File: src/rtl/ucore_pkg.sv
// Shared definitions for the ucore bus arbiter: FSM encoding, default widths,
// and the width of the grant index.
package ucore_pkg;

    // Arbiter FSM states.
    typedef enum logic [1:0] {
        IDLE  = 2'd0,
        ISSUE = 2'd1,
        WAIT  = 2'd2
    } ucore_state_e;

    // Default parameter values.
    localparam int DEF_NREQ    = 4;
    localparam int DEF_AW      = 32;
    localparam int DEF_DW      = 32;
    localparam int DEF_TIMEOUT = 255;

    // Grant index width (covers up to 8 requesters).
    localparam int GID_W = 3;

    // Timeout counter width (covers TIMEOUT up to 65535).
    localparam int TMO_W = 16;

endpackage

File: src/rtl/ucore_rr_pick.sv
// Combinational round-robin picker: search starts one above the last grant
// and wraps, returning the first active request found.
module ucore_rr_pick
    import ucore_pkg::*;
#(
    parameter int NREQ = DEF_NREQ
) (
    input  logic [NREQ-1:0]  req,
    input  logic [GID_W-1:0] last,
    output logic             found,
    output logic [GID_W-1:0] idx
);

    logic [2*NREQ-1:0] dbl;
    logic [NREQ-1:0]   rot;
    int                cand;

    // Rotate so bit 0 is the highest-priority requester, then priority-encode.
    always_comb begin
        found = 1'b0;
        idx   = '0;
        cand  = 0;
        dbl   = {req, req} >> (int'(last) + 1);
        rot   = dbl[NREQ-1:0];
        for (int j = 0; j < NREQ; j++) begin
            if (!found && rot[j]) begin
                found = 1'b1;
                cand  = int'(last) + 1 + j;
                if (cand >= NREQ) begin
                    cand = cand - NREQ;
                end
                idx = GID_W'(cand);
            end
        end
    end

endmodule

File: src/rtl/ucore_bus_arbiter.sv
// Round-robin arbiter sharing one memory port among NREQ ucore requesters,
// one outstanding transaction at a time, with a response timeout.
//
// Handshake: a requester holds req_valid/addr/wdata/wen stable until it sees
// its req_ready bit; req_ready is a single-cycle pulse that coincides with
// mem_req_valid && mem_req_ready. Every accepted request later gets exactly one
// rsp_valid pulse (data, write ack, or timeout error) unless reset intervenes.
module ucore_bus_arbiter
    import ucore_pkg::*;
#(
    parameter int NREQ    = DEF_NREQ,
    parameter int AW      = DEF_AW,
    parameter int DW      = DEF_DW,
    parameter int TIMEOUT = DEF_TIMEOUT
) (
    input  logic              clk,
    input  logic              reset,
    input  logic [NREQ-1:0]   req_valid,
    input  logic [NREQ*AW-1:0] req_addr,
    input  logic [NREQ*DW-1:0] req_wdata,
    input  logic [NREQ-1:0]   req_wen,
    output logic [NREQ-1:0]   req_ready,
    output logic [NREQ-1:0]   rsp_valid,
    output logic [DW-1:0]     rsp_rdata,
    output logic              rsp_err,
    output logic              mem_req_valid,
    input  logic              mem_req_ready,
    output logic [AW-1:0]     mem_addr,
    output logic [DW-1:0]     mem_wdata,
    output logic              mem_wen,
    input  logic              mem_rsp_valid,
    input  logic [DW-1:0]     mem_rsp_rdata,
    output logic [GID_W-1:0]  grant_id
);

    ucore_state_e     state, state_nxt;
    logic [GID_W-1:0] last_grant;
    logic [GID_W-1:0] grant_q;
    logic [AW-1:0]    addr_q;
    logic [DW-1:0]    wdata_q;
    logic             wen_q;
    logic [TMO_W-1:0] tmo_cnt;

    logic             pick_found;
    logic [GID_W-1:0] pick_idx;
    logic [AW-1:0]    sel_addr;
    logic [DW-1:0]    sel_wdata;
    logic             sel_wen;
    logic [NREQ-1:0]  grant_oh;

    ucore_rr_pick #(.NREQ(NREQ)) u_pick (
        .req   (req_valid),
        .last  (last_grant),
        .found (pick_found),
        .idx   (pick_idx)
    );

    // Mux out the picked requester's fields and decode the current grant.
    always_comb begin
        sel_addr  = '0;
        sel_wdata = '0;
        sel_wen   = 1'b0;
        grant_oh  = '0;
        for (int i = 0; i < NREQ; i++) begin
            if (pick_idx == GID_W'(i)) begin
                sel_addr  = req_addr[i*AW +: AW];
                sel_wdata = req_wdata[i*DW +: DW];
                sel_wen   = req_wen[i];
            end
            grant_oh[i] = (grant_q == GID_W'(i));
        end
    end

    // State register, captured request, grant history and timeout counter.
    always_ff @(posedge clk) begin
        if (reset) begin
            state      <= IDLE;
            last_grant <= GID_W'(NREQ - 1);
            grant_q    <= '0;
            addr_q     <= '0;
            wdata_q    <= '0;
            wen_q      <= 1'b0;
            tmo_cnt    <= '0;
        end else begin
            state <= state_nxt;
            if (state == IDLE && pick_found) begin
                last_grant <= pick_idx;
                grant_q    <= pick_idx;
                addr_q     <= sel_addr;
                wdata_q    <= sel_wdata;
                wen_q      <= sel_wen;
            end
            // Counter is held at zero through ISSUE so WAIT always starts at 0.
            if (state == WAIT) begin
                tmo_cnt <= tmo_cnt + TMO_W'(1);
            end else begin
                tmo_cnt <= '0;
            end
        end
    end

    // Next-state and handshake/response outputs; a real response beats timeout.
    always_comb begin
        state_nxt     = state;
        mem_req_valid = 1'b0;
        req_ready     = '0;
        rsp_valid     = '0;
        rsp_rdata     = '0;
        rsp_err       = 1'b0;
        case (state)
            IDLE: begin
                if (pick_found) begin
                    state_nxt = ISSUE;
                end
            end
            ISSUE: begin
                mem_req_valid = 1'b1;
                if (mem_req_ready) begin
                    req_ready = grant_oh;
                    state_nxt = WAIT;
                end
            end
            WAIT: begin
                if (mem_rsp_valid) begin
                    rsp_valid = grant_oh;
                    rsp_rdata = mem_rsp_rdata;
                    state_nxt = IDLE;
                end else if (tmo_cnt == TMO_W'(TIMEOUT)) begin
                    rsp_valid = grant_oh;
                    rsp_err   = 1'b1;
                    state_nxt = IDLE;
                end
            end
            default: begin
                state_nxt = IDLE;
            end
        endcase
    end

    assign mem_addr  = addr_q;
    assign mem_wdata = wdata_q;
    assign mem_wen   = wen_q;
    assign grant_id  = grant_q;

endmodule

File: config.mk
export PLATFORM = sky130hd
export DESIGN_NAME = ucore_bus_arbiter
export DESIGN_NICKNAME = d
export VERILOG_FILES = /design/src/rtl/ucore_pkg.sv /design/src/rtl/ucore_rr_pick.sv /design/src/rtl/ucore_bus_arbiter.sv
export SDC_FILE = /design/constraint.sdc
export NUM_CORES = 1
export LEC_CHECK = 0
export BUFFER_PORTS_ARGS = -buffer_cell sky130_fd_sc_hd__buf_2
export CAP_MARGIN = 20
export CORE_AREA = 2 2 158 160
export CTS_CLUSTER_SIZE = 8
export DETAILED_ROUTE_END_ITERATION = 10
export DIE_AREA = 0 0 160 162
export GPL_TIMING_DRIVEN = 0
export PLACE_DENSITY = 0.51
export SYNTH_ARGS = -nofsm -noshare
export SYNTH_HDL_FRONTEND = slang
export SYNTH_SLANG_ARGS = --single-unit
File: constraint.sdc
create_clock -name clk -period 3.63 [get_ports clk]
set_input_delay 0.726 -clock clk [delete_from_list [all_inputs] [get_ports clk]]
set_output_delay 0.726 -clock clk [all_outputs]
set_load 0.03 [all_outputs]
==> impl_metrics.ini, run 1 <==
[status]
outcome = finished clean

[clock_network]
tritoncts = built
cts_max_level = 3
cts-root-to-sink-buffers = 2
cell_at_the_root_of_the_clock_tree = clkbuf_16
setup_buffers_after_cts = 0
post_cts_hold_buffer_count = 0
cts-resized-gates = 0
cts.sink_count = 88
number_of_clock_buffers_inserted_by_tritoncts = 9
clock_latency_ns = 0.35
clk_transition_reported_paths_ns = 0.07

[worst_setup_path]
crit_path_top_delay_cell = or3_4
timing.critical_path.from_type = flip-flop
timing.critical_path.slowest_cell_delay_ns = 0.37
critPathKind = flip-flop to flip-flop
cpLargestDelayFamily = simple AND/OR/NAND/NOR gates
critPathCaptureType = flip-flop
crit_required_ns = 3.89
critical_path_arrival_ns = 3.53
timing.critical_path.fanout_max = 10
cp_num_buf_inv = 3
r2r_setup_slack_ns = 0.36
cell_breakdown_of_the_critical_path = clkbuf_1 > or2_2 > o22a_1 > nor4b_4 > or3_4 > nor3b_2 > buf_4 > buf_2 > o221ai_1 > a22oi_1

[worst_hold_path]
timing.hold.worst.class = flip-flop to flip-flop

[power]
power.density_cell_area_mw_per_mm2 = 907.8
leakage_nw = 4.054
power_consumption_mw = 7.868
ir_worst_vdd_uv = 321.4

[floorplan]
design.portCount = 410
core-area_mm2 = 0.02411
num_rows = 57
die_h_um = 162
die-width_um = 160
design.die.area_mm2 = 0.02592
starting_density_of_the_core = 0.2446

[logic_synthesis]
synth_ff_type = dfxtp_1
synth.yosys.warnings = 0
edff_count_synth = 0
synth_largest_area_cell = dfxtp_1
synthDistinctLibCells = 58
synth_cells = 655
synthArstFlopShare = 0
post-synth-top-area-fraction = 0.2988
ys_ff_latch = 88
synth.yosys.seq_area_share = 0.2988
post_synth_net_total = 959
post_synth_main_area_contributors = dfxtp_1 (30%), mux2i_1 (12%), o221ai_2 (10%)
synth.cell_area_mm2 = 0.005896
syn_avg_cell_area_um2 = 9.001

[grt]
grt_pass1_wl_mm = 38.14
globalRouteOverflowTotal = 0
grt_usage = 0.1880
grt_pass1_vias = 6641
grt_max_degree = 16
antenna_violations_before_repair = 1

[finish]
synthToLayoutAreaGrowth_pct = 47.01
drive_gt1_frac = 0.4847
design.final.nets = 1377
finish.utilization = 0.3595
layout.cells.non_filler = 1402

[detailed_routing]
detail_route.first_pass.iterations = 4
routedWlPerCell_um = 18.01
wl_mm = 25.24
drtAntennaViolNets = 0
dr_total_vias = 6770
remaining_drc_errors = 0
drt_iter0_drc = 317
vias_per_cell = 4.829

[sta]
max_slew_margin = 0.4326
timing.setup.tns_ns = 0
rsz_0062_raised_after_global_routing = false
clock-skew-final_ns = 0.008965
worst-slew-pin-transition_ns = 0.8511
finalHoldViolCount = 0
final_min_period_ns = 3.266
worst_hold_margin_ns = 0.4384
achievable-frequency_ghz = 0.3061
finalCritPeriodShare = 0.8998
setup_violation_total_in_the_final_timing_report = 0
final_max_slew_viol_count = 0

[placement]
finalWeightedCongestion = 0.7942
portBuffers = 408
dp.final_hpwl_mm = 19.79
place_inst = 1387

[flow_run]
max_cap_violations = 0
worst reg2reg max path: stages, from the launching register on:
cell and delay (ns):
dfxtp_1 0.33, clkbuf_1 0.23, or2_2 0.34, o22a_1 0.28, nor4b_4 0.18, or3_4 0.38
nor3b_2 0.29, buf_4 0.30, buf_2 0.29, o221ai_1 0.31, a22oi_1 0.26
layer usage:
metal,vias to the layer above,share of wire,track usage
li1,3359,-,-
met1,3129,0.43,0.2324
met2,259,0.50,0.3335
met3,23,0.055,0.03754
met4,0,0.019,0.05037
met5,-,0,0
layout make-up:
cell class	count	area, um^2
clock buffer	9	225.2
timing repair buffer	408	2042
multi-input combinational	500	3754
antenna	1	2.502
buffer	61	365.4
sequential	88	1762
inverter	5	18.77
clock inverter	6	92.59
fill	2577	15440
tap	324	405.4
path summary, 6_finish.rpt:
| check | startpoint | end | cells past startpoint |
|---|---|---|---|
| worst max-delay path | last_grant[2]$_SDFFE_PP0P_ | mem_addr[3]$_SDFFE_PP0P_ | 10 |
| worst min-delay path | mem_addr[8]$_SDFFE_PP0P_ | mem_addr[8]$_SDFFE_PP0P_ | 2 |
| worst min register to register | mem_addr[8]$_SDFFE_PP0P_ | mem_addr[8]$_SDFFE_PP0P_ | 2 |
| worst max register to register | last_grant[2]$_SDFFE_PP0P_ | mem_addr[3]$_SDFFE_PP0P_ | 10 |
state kept, by name, summed over array words and instances, names as in the netlist:
signal / cells
mem_wen: 1
mem_wdata: 32
state: 2
mem_addr: 32
tmo_cnt: 16
grant_id: 2
last_grant: 3
kinds of logic after synthesis:
kind of cell / share of synthesized area
simple gates: 0.1666
buf+inv: 0.06558
xor+xnor: 0.01931
fa+ha+maj: 0.008489
mux: 0.1212
flops: 0.2988
compound gates: 0.3200
cell usage in the layout (no fill, tap or decap), drive strengths merged, types with 2 or more instances in the layout:
cell      synthesis  layout
inv               5       7
nor2b             4       4
o21bai            2       2
and3             34      34
o221ai           64      64
a21oi            70      70
dfxtp            88      88
nor2             35      35
nor3              6       6
a22oi            65      65
nand2            76      76
nor4b             2       2
o22a              2       2
o32ai             2       2
nand3             8       8
nand3b            2       2
xor2              8       8
o22ai             2       2
clkbuf           32      40
nand2b            6       6
or3               5       5
mux2i            68      68
xnor2             5       5
bufinv            0       2
o21ai             6       6
clkinvlp          0       2
nand4             4       4
buf              30     438
nor4              4       4
ha                4       4
power by group:
part,leakage [nW],switching (mW),internal (mW)
registers,0.724,0.201,1.24
logic,3.18,3.36,2.04
clock network,0.149,0.427,0.605
synthesized netlist by cell type (2+ instances only):
cell type and n:
nand4_1 3, and3_1 34, nor4_1 4, o21ai_0 3, o21bai_1 2, buf_6 10, ha_1 4, o221ai_1 24
o21ai_1 3, buf_4 14, buf_2 6, inv_1 4, nor2_1 34, a22oi_1 55, clkbuf_1 32, nand2b_1 5
a22oi_2 10, nand2_1 76, o32ai_1 2, or3_1 4, mux2i_1 68, o221ai_2 40, xor2_1 8, nor2b_1 4
a21oi_1 70, nor3_1 5, o22ai_1 2, nand3_1 7, nand3b_1 2, dfxtp_1 88, xnor2_1 5
metrics by stage:
| stage | setup WS [ns] | area, um^2 |
|---|---|---|
| final | 0.3636 | 8667 |
| after global routing | 0.08977 | 8667 |
| after CTS | 0.01644 | 8661 |
| after detailed placement | 0.06254 | 8343 |
| after global placement | 0.1180 | 8343 |
| after floorplan | 0.7336 | 5896 |
No activity file was read; power rests on OpenSTA's default activity.
==> run 2: changes to the inputs <==
CORE_AREA = 3 3 157 159   (was 2 2 158 160)
PLACE_DENSITY = 0.52   (was 0.51)
clock period = 3.8 ns   (was 3.63 ns; I/O delays follow)
==> run 2 against run 1 <==
Effect of this change:
- via count grew 0.21%
- clock power about the same
- utilization rose by 1.1 points
- power fell by 4.8%
- critical endpoint is now mem_addr[6]$_SDFFE_PP0P_
- setup slack improved by 0.025 ns
- critical path type unchanged
- hold slack improved by 0.011 ns
==> impl_metrics.ini, run 2 (synthesized netlist as in run 1, its figures left out) <==
[worst_setup_path]
timing.critical_path.from_type = flip-flop
cell_breakdown_of_the_critical_path = clkbuf_1 > inv_1 > ha_1 > clkbuf_1 > nand3b_1 > o22ai_1 > nand2_1 > a2bb2oi_1 > nor3b_2 > buf_4 > buf_2 > o221ai_1 > a22oi_1
most_frequent_cell_on_critical_path = clkbuf_1
crit_path_top_delay_cell = dfxtp_1
worst_r2r_path_depth = 13
critPathKind = flip-flop to flip-flop
cp_num_cells = 13
critical_path_arrival_ns = 3.68
cp_num_buf_inv = 5
crit_required_ns = 4.07
critPathCaptureType = flip-flop
timing.critical_path.fanout_max = 10
timing.critical_path.slowest_cell_delay_ns = 0.37
r2r_setup_slack_ns = 0.39
cpLargestDelayFamily = buffers and inverters

[grt]
grt_usage = 0.1890
grt_max_degree = 16
grt_pass1_wl_mm = 38.59
grt_pass1_vias = 6532
antenna_violations_before_repair = 7
globalRouteOverflowTotal = 0

[clock_network]
post_cts_hold_buffer_count = 0
cts-root-to-sink-buffers = 2
cell_at_the_root_of_the_clock_tree = clkbuf_16
cts.sink_count = 88
number_of_clock_buffers_inserted_by_tritoncts = 9
cts-resized-gates = 0
cts_max_level = 3
clk_transition_reported_paths_ns = 0.07
clock_latency_ns = 0.35
tritoncts = built
setup_buffers_after_cts = 0

[power]
swShare = 0.5058
power_consumption_mw = 7.492
power.density_cell_area_mw_per_mm2 = 864.7
sequentialPowerShare = 0.183
p_int_mw = 3.703
switchingPower_mw = 3.790
pwr-share-comb = 0.684
share_clk_of_total_power = 0.133
ir_worst_vdd_uv = 287.5
leakage_nw = 4.052

[detailed_routing]
detail_route.first_pass.iterations = 5
vias_per_cell = 4.842
routedWlPerCell_um = 18.71
drtAntennaViolNets = 0
wl_mm = 26.22
remaining_drc_errors = 0
dr_total_vias = 6784
drt_iter0_drc = 493

[floorplan]
num_rows = 56
die_h_um = 162
core-area_mm2 = 0.02340
starting_density_of_the_core = 0.2519
die-width_um = 160
design.portCount = 410
design.die.area_mm2 = 0.02592

[flow_run]
max_cap_violations = 0

[finish]
design_area_mm2 = 0.008665
synthToLayoutAreaGrowth_pct = 46.97
drive_gt1_frac = 0.4824
mostFrequentLayoutCells = buf_2 (414), dfxtp_1 (88), nand2_1 (76)
mostFrequentLayoutCell = buf_2
design.final.nets = 1378
layout.cells.non_filler = 1401
finish.utilization = 0.3702

[sta]
rsz_0062_raised_after_global_routing = false
final_min_period_ns = 3.412
achievable-frequency_ghz = 0.2931
final_max_slew_viol_count = 0
worst-slew-pin-transition_ns = 0.7327
clock-skew-final_ns = 0.009070
worst_hold_margin_ns = 0.4493
finalHoldViolCount = 0
setup_violation_total_in_the_final_timing_report = 0
finalCritPeriodShare = 0.8978
timing.final.ws_setup_ns = 0.3884
timing.setup.tns_ns = 0
max_slew_margin = 0.5115

[worst_hold_path]
holdPathStages = 2
timing.hold.worst.class = flip-flop to flip-flop

[placement]
portBuffers = 408
dp_slack_ns = 0.2005
dp.final_hpwl_mm = 20.75
place_inst = 1382
cell_area_after_placement_mm2 = 0.008337
finalWeightedCongestion = 0.8684

[status]
outcome = finished clean
==> run 2: cell types whose count changed in the layout (fill, tap and decap cells not counted) <==
cell,change
clkbuf_1,+2
a2bb2oi_2,-1
diode_2,+3
clkbuf_2,-1
a2bb2oi_1,+1
==> run 2: path summary, 6_finish.rpt <==
check,start,end
max,last_grant[1]$_SDFFE_PP1P_,mem_addr[6]$_SDFFE_PP0P_
min,mem_addr[8]$_SDFFE_PP0P_,mem_addr[8]$_SDFFE_PP0P_
max reg2reg,last_grant[1]$_SDFFE_PP1P_,mem_addr[6]$_SDFFE_PP0P_
min reg2reg,mem_addr[8]$_SDFFE_PP0P_,mem_addr[8]$_SDFFE_PP0P_
==> run 2: cell type report <==
class	instances	area, um^2
antenna	4	10.01
buffer	62	367.9
clock buffer	9	225.2
clock inverter	6	92.59
fill	2518	14740
inverter	5	18.77
multi-input combinational	500	3747
sequential	88	1762
tap	319	399.1
timing repair buffer	408	2042
==> run 2: per-layer routing <==
layer	global-route usage	vias up	wire length [um]
met5	0	-	44
met4	0.05286	6	391
met3	0.04973	22	1759
met2	0.3111	258	12720
met1	0.2452	3128	11300
li1	-	3370	-
==> run 2: worst register-to-register path: cells and delay by family, from the launching register on <==
| kind | cells | cell delay, ns |
|---|---|---|
| AOI/OAI and AO/OA | 4 | 0.86 |
| adders and majority gates | 1 | 0.28 |
| buffers and inverters | 5 | 1.27 |
| DFF | 1 | 0.37 |
| and+or+nand+nor | 3 | 0.57 |
==> run 2: power groups by stage <==
stage                     Combinational, mW  Clock, mW  Sequential (mW)
after detailed placement               5.18          0             1.39
after floorplan                        3.31          0             1.80
after global routing                   5.56       1.07             1.40
after global placement                 5.16          0             1.37
final                                  5.13      0.996             1.37
after CTS                              5.20       1.03             1.37
==> run 3: changes to the inputs <==
GPL_ROUTABILITY_DRIVEN = 1   (was default)
MAX_ROUTING_LAYER = met4   (was default)
SETUP_SLACK_MARGIN = 0.2   (was default)
==> run 3 against run 2 <==
Effect of this change:
- power decreased by 0.16%
- highest routed layer is now met4
- fmax increased by 5.0%
- hold slack got worse by 0.0020 ns
- combinational power about the same
- via count decreased by 0.96%
- sequential power about the same
- final area about the same
==> impl_metrics.ini, run 3 (synthesized netlist as in run 1, its figures left out) <==
[sta]
timing.setup.tns_ns = 0
final_min_period_ns = 3.250
setup_violation_total_in_the_final_timing_report = 0
achievable-frequency_ghz = 0.3077
max_slew_margin = 0.5255
rsz_0062_raised_after_global_routing = false
final_max_slew_viol_count = 0
clock-skew-final_ns = 0.01014
finalCritPeriodShare = 0.8553
finalHoldViolCount = 0
worst-slew-pin-transition_ns = 0.7117

[worst_setup_path]
critPathCaptureType = flip-flop
critPathKind = flip-flop to flip-flop
timing.critical_path.fanout_max = 10
r2r_setup_slack_ns = 0.55
timing.critical_path.from_type = flip-flop
crit_required_ns = 4.07
critical_path_arrival_ns = 3.52

[detailed_routing]
vias_per_cell = 4.789
drtAntennaViolNets = 0
dr_total_vias = 6719
detail_route.first_pass.iterations = 5
drt_iter0_drc = 435
remaining_drc_errors = 0
routedWlPerCell_um = 18.63
wl_mm = 26.14

[power]
power.density_cell_area_mw_per_mm2 = 862.8
ir_worst_vdd_uv = 282.0
leakage_nw = 4.054
power_consumption_mw = 7.480

[clock_network]
cts.sink_count = 88
cell_at_the_root_of_the_clock_tree = clkbuf_16
post_cts_hold_buffer_count = 0
clock_latency_ns = 0.35
cts-resized-gates = 0
number_of_clock_buffers_inserted_by_tritoncts = 9
clk_transition_reported_paths_ns = 0.07
cts-root-to-sink-buffers = 2
tritoncts = built
setup_buffers_after_cts = 0
cts_max_level = 3

[grt]
grt_pass1_vias = 6541
grt_usage = 0.1947
grt_pass1_wl_mm = 38.58
antenna_violations_before_repair = 7
globalRouteOverflowTotal = 0
grt_max_degree = 16

[floorplan]
design.die.area_mm2 = 0.02592
die_h_um = 162
die-width_um = 160
design.portCount = 410
num_rows = 56
core-area_mm2 = 0.02340
starting_density_of_the_core = 0.2519

[placement]
dp.final_hpwl_mm = 20.75
portBuffers = 408
finalWeightedCongestion = 0.8834

[finish]
mostFrequentLayoutCells = buf_2 (414), dfxtp_1 (88), nand2_1 (76)
synthToLayoutAreaGrowth_pct = 47.05
finish.utilization = 0.3705
drive_gt1_frac = 0.4838
design.final.nets = 1377
mostFrequentLayoutCell = buf_2

[status]
outcome = finished clean

[flow_run]
max_cap_violations = 0

[worst_hold_path]
timing.hold.worst.class = flip-flop to flip-flop
## run 3: cell count changes in the layout (fill, tap and decap cells not counted), sizes merged
cell / before / now
clkbuf: 41 / 40
diode: 4 / 7
## run 3: worst paths after layout
kind	startpoint	end	cells past startpoint
hold / removal	mem_addr[8]$_SDFFE_PP0P_	mem_addr[8]$_SDFFE_PP0P_	2
setup reg to reg	last_grant[1]$_SDFFE_PP1P_	mem_addr[6]$_SDFFE_PP0P_	13
setup / recovery	last_grant[1]$_SDFFE_PP1P_	mem_addr[6]$_SDFFE_PP0P_	13
hold reg to reg	mem_addr[8]$_SDFFE_PP0P_	mem_addr[8]$_SDFFE_PP0P_	2
## run 3: stage by stage
stage,cells,area [um^2],setup WS (ns),hold slack [ns]
finish,1403,8670,0.5500,0.4474
global route,1403,8670,0.3340,0.4904
CTS,1397,8655,0.3386,0.4530
detailed placement,1382,8337,0.2005,0.4427
global placement,1382,8337,0.2162,0.4341
floorplan,655,5896,0.8696,0.4303
## run 3: routing by layer
metal / part of all wire / up-vias / track usage
met2: 0.49 / 225 / 0.3106
met5: 0 / - / -
met3: 0.061 / 18 / 0.04973
met1: 0.44 / 3106 / 0.2460
li1: - / 3370 / -
met4: 0.013 / 0 / 0.05286
## run 3: power breakdown
group	switching [mW]	leakage, nW	internal, mW
Combinational	3.17	3.18	1.94
Sequential	0.189	0.724	1.18
Clock	0.417	0.149	0.578
Total	3.78	4.05	3.70
## run 3: final cells by class
class | count | area, um^2
fillers | 2516 | 14730
multi-input cells | 500 | 3747
repair buffers | 408 | 2042
flip-flops and latches | 88 | 1762
well taps | 319 | 399.1
plain buffers | 61 | 365.4
clock buffers | 9 | 225.2
clock inverters | 6 | 92.59
inverters | 5 | 18.77
diodes | 7 | 17.52
## run 3: critical path: stages (launching register included)
cell and delay, ns:
dfxtp_1 0.37, clkbuf_2 0.23, inv_1 0.06, ha_1 0.26, clkbuf_1 0.29, nand3b_1 0.16, o22ai_1 0.08, nand2_1 0.07
a2bb2oi_1 0.34, nor3b_2 0.34, buf_4 0.26, buf_2 0.27, o221ai_1 0.22, a22oi_1 0.21
